$ cat src/rtl/eco32f_lsu_writeback.sv
// eco32f MEM-stage load/store unit and WB register. Runs one single-beat data-bus
// transfer per load/store, aligns big-endian load data and drives the register-file write port.
module eco32f_lsu_writeback #(
  parameter int DBUS_ADDR_WIDTH = 32
) (
  input  logic                       clk,
  input  logic                       rst,
  input  logic                       mem_valid,
  input  logic                       mem_flush,
  input  logic [4:0]                 mem_rf_r_addr,
  input  logic                       mem_rf_r_we,
  input  logic [31:0]                mem_alu_result,
  input  logic                       mem_op_load,
  input  logic                       mem_op_store,
  input  logic [1:0]                 mem_lsu_size,
  input  logic                       mem_lsu_signed,
  input  logic [31:0]                mem_store_data,
  output logic                       mem_stall,
  output logic                       dbus_cyc,
  output logic                       dbus_we,
  output logic [DBUS_ADDR_WIDTH-1:0] dbus_adr,
  output logic [3:0]                 dbus_sel,
  output logic [31:0]                dbus_dat_o,
  input  logic [31:0]                dbus_dat_i,
  input  logic                       dbus_ack,
  input  logic                       dbus_err,
  output logic [4:0]                 wb_rf_r_addr,
  output logic                       wb_rf_r_we,
  output logic [31:0]                wb_rf_r,
  output logic                       wb_except_align,
  output logic                       wb_except_bus,
  output logic [31:0]                wb_except_addr
);

  typedef enum logic {IDLE, BUS} state_t;

  state_t      state, state_nxt;
  logic        killed;
  logic [1:0]  size_q, off_q;
  logic        signed_q;
  logic        is_mem, access, misalign, start, err, exc_align, exc_bus;
  logic [3:0]  sel_nxt;
  logic [31:0] dat_nxt, load_data;
  logic [7:0]  byte_lane;
  logic [15:0] half_lane;

  // Misalignment only has meaning for memory ops; ALU results are never checked.
  always_comb begin
    is_mem = mem_op_load | mem_op_store;
    case (mem_lsu_size)
      2'd0:    misalign = 1'b0;
      2'd1:    misalign = is_mem & mem_alu_result[0];
      default: misalign = is_mem & (mem_alu_result[1:0] != 2'b00);
    endcase
    access    = mem_valid & is_mem & ~mem_flush;
    start     = access & ~misalign & (state == IDLE);
    err       = (state == BUS) & dbus_err;
    mem_stall = start | ((state == BUS) & ~(dbus_ack | dbus_err));
    exc_align = access & misalign;
    exc_bus   = err & ~killed & ~mem_flush;
  end

  always_comb begin
    state_nxt = state;
    case (state)
      IDLE:    if (start) state_nxt = BUS;
      BUS:     if (dbus_ack | dbus_err) state_nxt = IDLE;
      default: state_nxt = IDLE;
    endcase
  end

  always_ff @(posedge clk) begin
    if (rst) state <= IDLE;
    else     state <= state_nxt;
  end

  assign dbus_cyc = (state == BUS);

  // Byte lanes: sel[3] is big-endian byte 0; store data is replicated across lanes.
  always_comb begin
    case (mem_lsu_size)
      2'd0: begin
        sel_nxt = 4'b1000 >> mem_alu_result[1:0];
        dat_nxt = {4{mem_store_data[7:0]}};
      end
      2'd1: begin
        sel_nxt = mem_alu_result[1] ? 4'b0011 : 4'b1100;
        dat_nxt = {2{mem_store_data[15:0]}};
      end
      default: begin
        sel_nxt = 4'b1111;
        dat_nxt = mem_store_data;
      end
    endcase
  end

  always_ff @(posedge clk) begin
    if (rst) begin
      dbus_we    <= 1'b0;
      dbus_adr   <= '0;
      dbus_sel   <= 4'b0000;
      dbus_dat_o <= 32'h0;
      size_q     <= 2'd0;
      off_q      <= 2'd0;
      signed_q   <= 1'b0;
      killed     <= 1'b0;
    end else if (start) begin
      dbus_we    <= mem_op_store;
      dbus_adr   <= {mem_alu_result[DBUS_ADDR_WIDTH-1:2], 2'b00};
      dbus_sel   <= sel_nxt;
      dbus_dat_o <= dat_nxt;
      size_q     <= mem_lsu_size;
      off_q      <= mem_alu_result[1:0];
      signed_q   <= mem_lsu_signed;
      killed     <= 1'b0;
    end else if ((state == BUS) && mem_flush) begin
      // A flushed transfer still runs to completion; only its result is dropped.
      killed     <= 1'b1;
    end
  end

  always_comb begin
    case (off_q)
      2'd0:    byte_lane = dbus_dat_i[31:24];
      2'd1:    byte_lane = dbus_dat_i[23:16];
      2'd2:    byte_lane = dbus_dat_i[15:8];
      default: byte_lane = dbus_dat_i[7:0];
    endcase
    half_lane = off_q[1] ? dbus_dat_i[15:0] : dbus_dat_i[31:16];
    case (size_q)
      2'd0:    load_data = {{24{signed_q & byte_lane[7]}}, byte_lane};
      2'd1:    load_data = {{16{signed_q & half_lane[15]}}, half_lane};
      default: load_data = dbus_dat_i;
    endcase
  end

  always_ff @(posedge clk) begin
    if (rst) begin
      wb_rf_r_addr    <= 5'd0;
      wb_rf_r_we      <= 1'b0;
      wb_rf_r         <= 32'h0;
      wb_except_align <= 1'b0;
      wb_except_bus   <= 1'b0;
      wb_except_addr  <= 32'h0;
    end else if (mem_stall) begin
      wb_rf_r_we      <= 1'b0;
      wb_except_align <= 1'b0;
      wb_except_bus   <= 1'b0;
      wb_except_addr  <= 32'h0;
    end else begin
      wb_rf_r_addr    <= mem_rf_r_addr;
      wb_rf_r         <= mem_op_load ? load_data : mem_alu_result;
      wb_rf_r_we      <= mem_valid & mem_rf_r_we & ~mem_flush & ~killed & ~misalign
                         & ~err & ~mem_op_store;
      wb_except_align <= exc_align;
      wb_except_bus   <= exc_bus;
      wb_except_addr  <= (exc_align | exc_bus) ? mem_alu_result : 32'h0;
    end
  end

endmodule

$ cat config.mk
export PLATFORM = sky130hd
export DESIGN_NAME = eco32f_lsu_writeback
export DESIGN_NICKNAME = d
export VERILOG_FILES = /design/src/rtl/eco32f_lsu_writeback.sv
export SDC_FILE = /design/constraint.sdc
export NUM_CORES = 1
export LEC_CHECK = 0
export CORE_MARGIN = 2
export CORE_UTILIZATION = 48
export CTS_BUF_LIST = sky130_fd_sc_hd__clkbuf_4
export DETAILED_ROUTE_END_ITERATION = 6
export PLACE_DENSITY = 0.95
export SYNTH_ARGS = -nofsm -noshare
export SYNTH_HDL_FRONTEND = slang
export SYNTH_SLANG_ARGS = --single-unit
$ cat constraint.sdc
create_clock -name clk -period 5.3 [get_ports clk]
set_clock_uncertainty 0.15 [all_clocks]
set_input_delay 1.06 -clock clk [delete_from_list [all_inputs] [get_ports clk]]
set_output_delay 1.06 -clock clk [all_outputs]
set_load 0.01 [all_outputs]
# Word level (Yosys, flattened, before mapping)

Cells that the tools add are included.

Equality and inequality tests: 4
Shift-type cells: 1
Reductions and logical operators: 8
Multiplexer cells: 11
Bitwise gates (word level): 31

Operator list:

| kind                | number |
|---|---|
| $pmux 32 s2         | 2 |
| $mux 32             | 1 |
| $pmux 8 s3          | 1 |
| $and 1x1->1         | 19 |
| $mux 16             | 1 |
| $not 1->1           | 8 |
| $pmux 4 s2          | 1 |
| $eq 2x1->1 const B  | 3 |
| $logic_not 2->1     | 3 |
| $mux 4              | 1 |
| $or 1x1->1          | 4 |
| $pmux 1 s2          | 2 |
| $reduce_or 2->1     | 2 |
| $shr 4x2->4 const A | 1 |
| $reduce_or 3->1     | 1 |
| $eq 2x2->1 const B  | 1 |
| $mux 1              | 2 |
| $reduce_bool 2->1   | 1 |
| $logic_and 1x1->1   | 1 |

Bits of input ports: 113
Output and inout bits: 143
Bits in registers: 146
Logic and storage cells: 70

# Logic depth before layout (Yosys ltp)

Word-level depth: 8
Depth in mapped cells: 8
Mapped depth without buffers: 5

# Least setup slack after synthesis

No wires, ideal clock.

Kind: input to output
Start point: input port mem_lsu_size[1]
End point: output port mem_stall
Slack: 2145 ps
Path buffers: 2
Stages on the path: 6
Data arrival time: 1945 ps
Required time: 4090 ps
Cells stage by stage: buf_2 -> a21oi_2 -> o2111a_1 -> buf_2 -> nor2_1 -> inv_1

Cells in the longest elaborated chain, start to end: 6
Elaborated cells on any way between the ends: 7
Classes of those cells: 1 x eq/ne; 1 x mux; 4 x bitwise; 1 x reduce/logical

Ends and longest elaborated chain:

| item                                                 | RTL line | text |
|---|---|---|
| start, declared                                      | 15       | `input logic [1:0] mem_lsu_size,` |
| $eq 2x1->1 / $logic_not 2->1 (equally long branches) | 50       | `case (mem_lsu_size)` |
| $pmux 1 s2 (*)                                       | 50       |  |
| $not 1->1 (*)                                        | 56       | `start = access & ~misalign & (state == IDLE);` |
| $and 1x1->1 (*) (2 in series)                        | 56       |  |
| $or 1x1->1 (*)                                       | 58       | `mem_stall = start \| ((state == BUS) & ~(dbus_ack \| dbus_err));` |
| end, declared                                        | 18       | `output logic mem_stall,` |

Every way passes the cells marked *; elsewhere a longest branch is shown, timed or not.

# Worst setup path in the final report

Same ends and word-level chain as after synthesis.

==> results.sh <==
export IMPL_grt_overflow=0
export IMPL_drive_gt1_share_pct=8.774
export IMPL_timing_critical_path_mode_cell="clkdlybuf4s50_1"
export IMPL_holdBufCountCts=0
export IMPL_yosys_most_used_dff="dfxtp_1"
export IMPL_ant_nets=0
export IMPL_synthTopCellsByArea="dfxtp_1 48%, nand2_1 9.4%, a21oi_1 5.1%"
export IMPL_yosys_area_top_type="dfxtp_1"
export IMPL_ys_top_cells_by_count="153 x nand2_1, 146 x dfxtp_1, 62 x a21oi_1"
export IMPL_final_cell_area_sq_mm=0.009057
export IMPL_numCtsBuffers=17
export IMPL_boundaryPins=256
export IMPL_power_w=0.002469
export IMPL_synth_seq_area_share_pct=47.62
export IMPL_dpl_cell_area_sq_mm=0.008688
export IMPL_cts_tree="done"
export IMPL_maxSlewViolCount=0
export IMPL_start_kind="primary input"
export IMPL_antenna_found_initial=0
export IMPL_fmax_mhz=234.1
export IMPL_nets=1046
export IMPL_hold_path_class="flip-flop to flip-flop"
export IMPL_avgRoutedWirePerCell_microns=17.85
export IMPL_cpPeakStageDelay_ns=0.66
export IMPL_yosysTopAreaCellShare_pct=47.62
export IMPL_cts_sinks=146
export IMPL_finalSetupViolCount=0
export IMPL_grt_max_degree=94
export IMPL_area_growth_syn_to_layout_pct=47.58
export IMPL_grt_setup_unrepaired="no"
export IMPL_power_leakage_nw=3.255
export IMPL_grt_use_total_pct=28.12
export IMPL_die_width_microns=117.1
export IMPL_power_density_mw_per_mm2=272.6
export IMPL_cts_max_path_buffers=2
export IMPL_period_needed_ns=4.272
export IMPL_viasPerCell=5.558
export IMPL_synth_most_common_cell="nand2_1"
export IMPL_finalSetupTns_ns=0
export IMPL_yosys_warnings=0
export IMPL_drc=0
export IMPL_num_vias=6219
export IMPL_arrival_ns=3.06
export IMPL_worstMarginPinSlew_ns=1.006
export IMPL_hold_violations=0
export IMPL_syn_area_sq_mm=0.006137
export IMPL_dieArea_sq_mm=0.01371
export IMPL_cts_setup_buffers=0
export IMPL_end_kind="primary output"
export IMPL_synthCells=710
export IMPL_synth_edf_count=0
export IMPL_hpwl_microns=14450
export IMPL_place_gp_congestion=0.9062
export IMPL_grt_pass1_vias=5629
export IMPL_dr_first_iter_drc_count=494
export IMPL_rows=41
export IMPL_wirelength_microns=19970
export IMPL_cp_max_fo=10
export IMPL_grt_pass1_wl_microns=29150
export IMPL_fp_coreArea_sq_mm=0.01257
export IMPL_clkSlewWorstSetupHoldPaths_ns=0.12
export IMPL_drv_cap=0
export IMPL_chipHeight_microns=117.1
export IMPL_ys_seq_elements=146
export IMPL_async_flop_share_pct=0
export IMPL_fin_cells=1119
export IMPL_crit_type="primary input to primary output"
export IMPL_period_share_pct=80.59
export IMPL_io_buffers=253
export IMPL_place_inst=1086
export IMPL_ir_worst_vdd_uv=261.1
export IMPL_synth_cell_types=50
export IMPL_cts_root_buf="clkbuf_4"
export IMPL_first_pass_iters=5
export IMPL_crit_chain="clkdlybuf4s50_1 -> buf_4 -> a21oi_2 -> o2111a_4 -> nor2_1 -> inv_1 -> clkdlybuf4s50_1"
export IMPL_synth_area_per_cell_sq_um=8.644
export IMPL_cts_max_level=4
export IMPL_insertion_delay_ns=0.57
export IMPL_slew_headroom_pct=32.91
export IMPL_cts_resized=0
export IMPL_required_ns=4.09
export IMPL_initial_utilization_pct=48.83
export IMPL_status="completed"
export IMPL_crit_family="buffers and inverters"
export IMPL_path_buf_inv=4
export IMPL_cpMaxStageDelayCell="clkdlybuf4s50_1"
[logic make-up after synthesis]
family          synth area share (%)
other cells                  0.06110
buf+inv                        5.769
simple gates                   22.47
compound gates                 20.61
mux                            3.466
flops                          47.62
[stage by stage]
| stage | hold slack [ns] | setup slack (ns) | util (%) |
|---|---|---|---|
| finish | 0.3121 | 1.028 | 72.07 |
| global route | 0.3269 | 0.9184 | 72.05 |
| CTS | 0.3137 | 1.025 | 72.05 |
| detailed placement | 0.2965 | 1.036 | 69.13 |
| global placement | 0.2917 | 1.039 | 69.13 |
| floorplan | 0.2838 | 2.145 | - |
[where the power goes]
part | switching (W) | leakage [nW] | internal (W)
sequential | 0.0000279 | 1.19 | 0.00115
clock | 0.000406 | 0.187 | 0.000465
combinational | 0.000199 | 1.88 | 0.000225
total | 0.000633 | 3.26 | 0.00184
[layout by cell type, fill, tap and decap left out, types with 13 or more instances in the layout]
cell type,n
nand2b_1,13
nand2_1,153
nor2b_1,33
clkdlybuf4s50_1,251
mux2i_1,16
dfxtp_1,146
o211ai_1,23
or2_2,26
nor2_1,33
nand3_1,14
a21oi_1,62
a32o_1,25
clkbuf_4,17
[final timing paths]
path                   startpoint            to  slack (ns)  cells after the start
setup reg to reg         off_q[1]   wb_rf_r[13]        2.63                      4
hold reg to reg      dbus_adr[23]  dbus_adr[23]        0.31                      2
setup / recovery  mem_lsu_size[1]     mem_stall        1.03                      7
hold / removal       dbus_adr[23]  dbus_adr[23]        0.31                      2
[worst register-to-register path, delay by kind of cell (launching register included)]
family | cells | cell delay [ns]
flops | 1 | 1.00
mux | 1 | 0.40
compound gates | 2 | 0.80
simple gates | 1 | 0.22
[sequential cells by signal, summed over array words and instances (netlist names), 2 cells and up]
name / count
dbus_sel: 4
off_q: 2
wb_except_addr: 32
wb_rf_r: 32
size_q: 2
wb_rf_r_addr: 5
dbus_adr: 30
dbus_dat_o: 32
[per-layer routing]
metal / up-vias / global-route usage [%] / part of all wire, %
li1: 2939 / - / -
met5: - / 0 / 0
met2: 310 / 47.55 / 49
met4: 0 / 15.76 / 4.2
met3: 62 / 9.629 / 9.5
met1: 2908 / 30.97 / 37
[area by class of cell]
| class | instances | area (sq um) |
|---|---|---|
| Tap cell | 172 | 215.2 |
| Fill cell | 910 | 3511 |
| Clock inverter | 15 | 239.0 |
| Clock buffer | 17 | 127.6 |
| Sequential cell | 146 | 2923 |
| Timing Repair Buffer | 262 | 2590 |
| Inverter | 15 | 56.30 |
| Multi-Input combinational cell | 491 | 2904 |
| Antenna cell | 1 | 2.502 |
No activity file was read; power rests on OpenSTA's default activity.
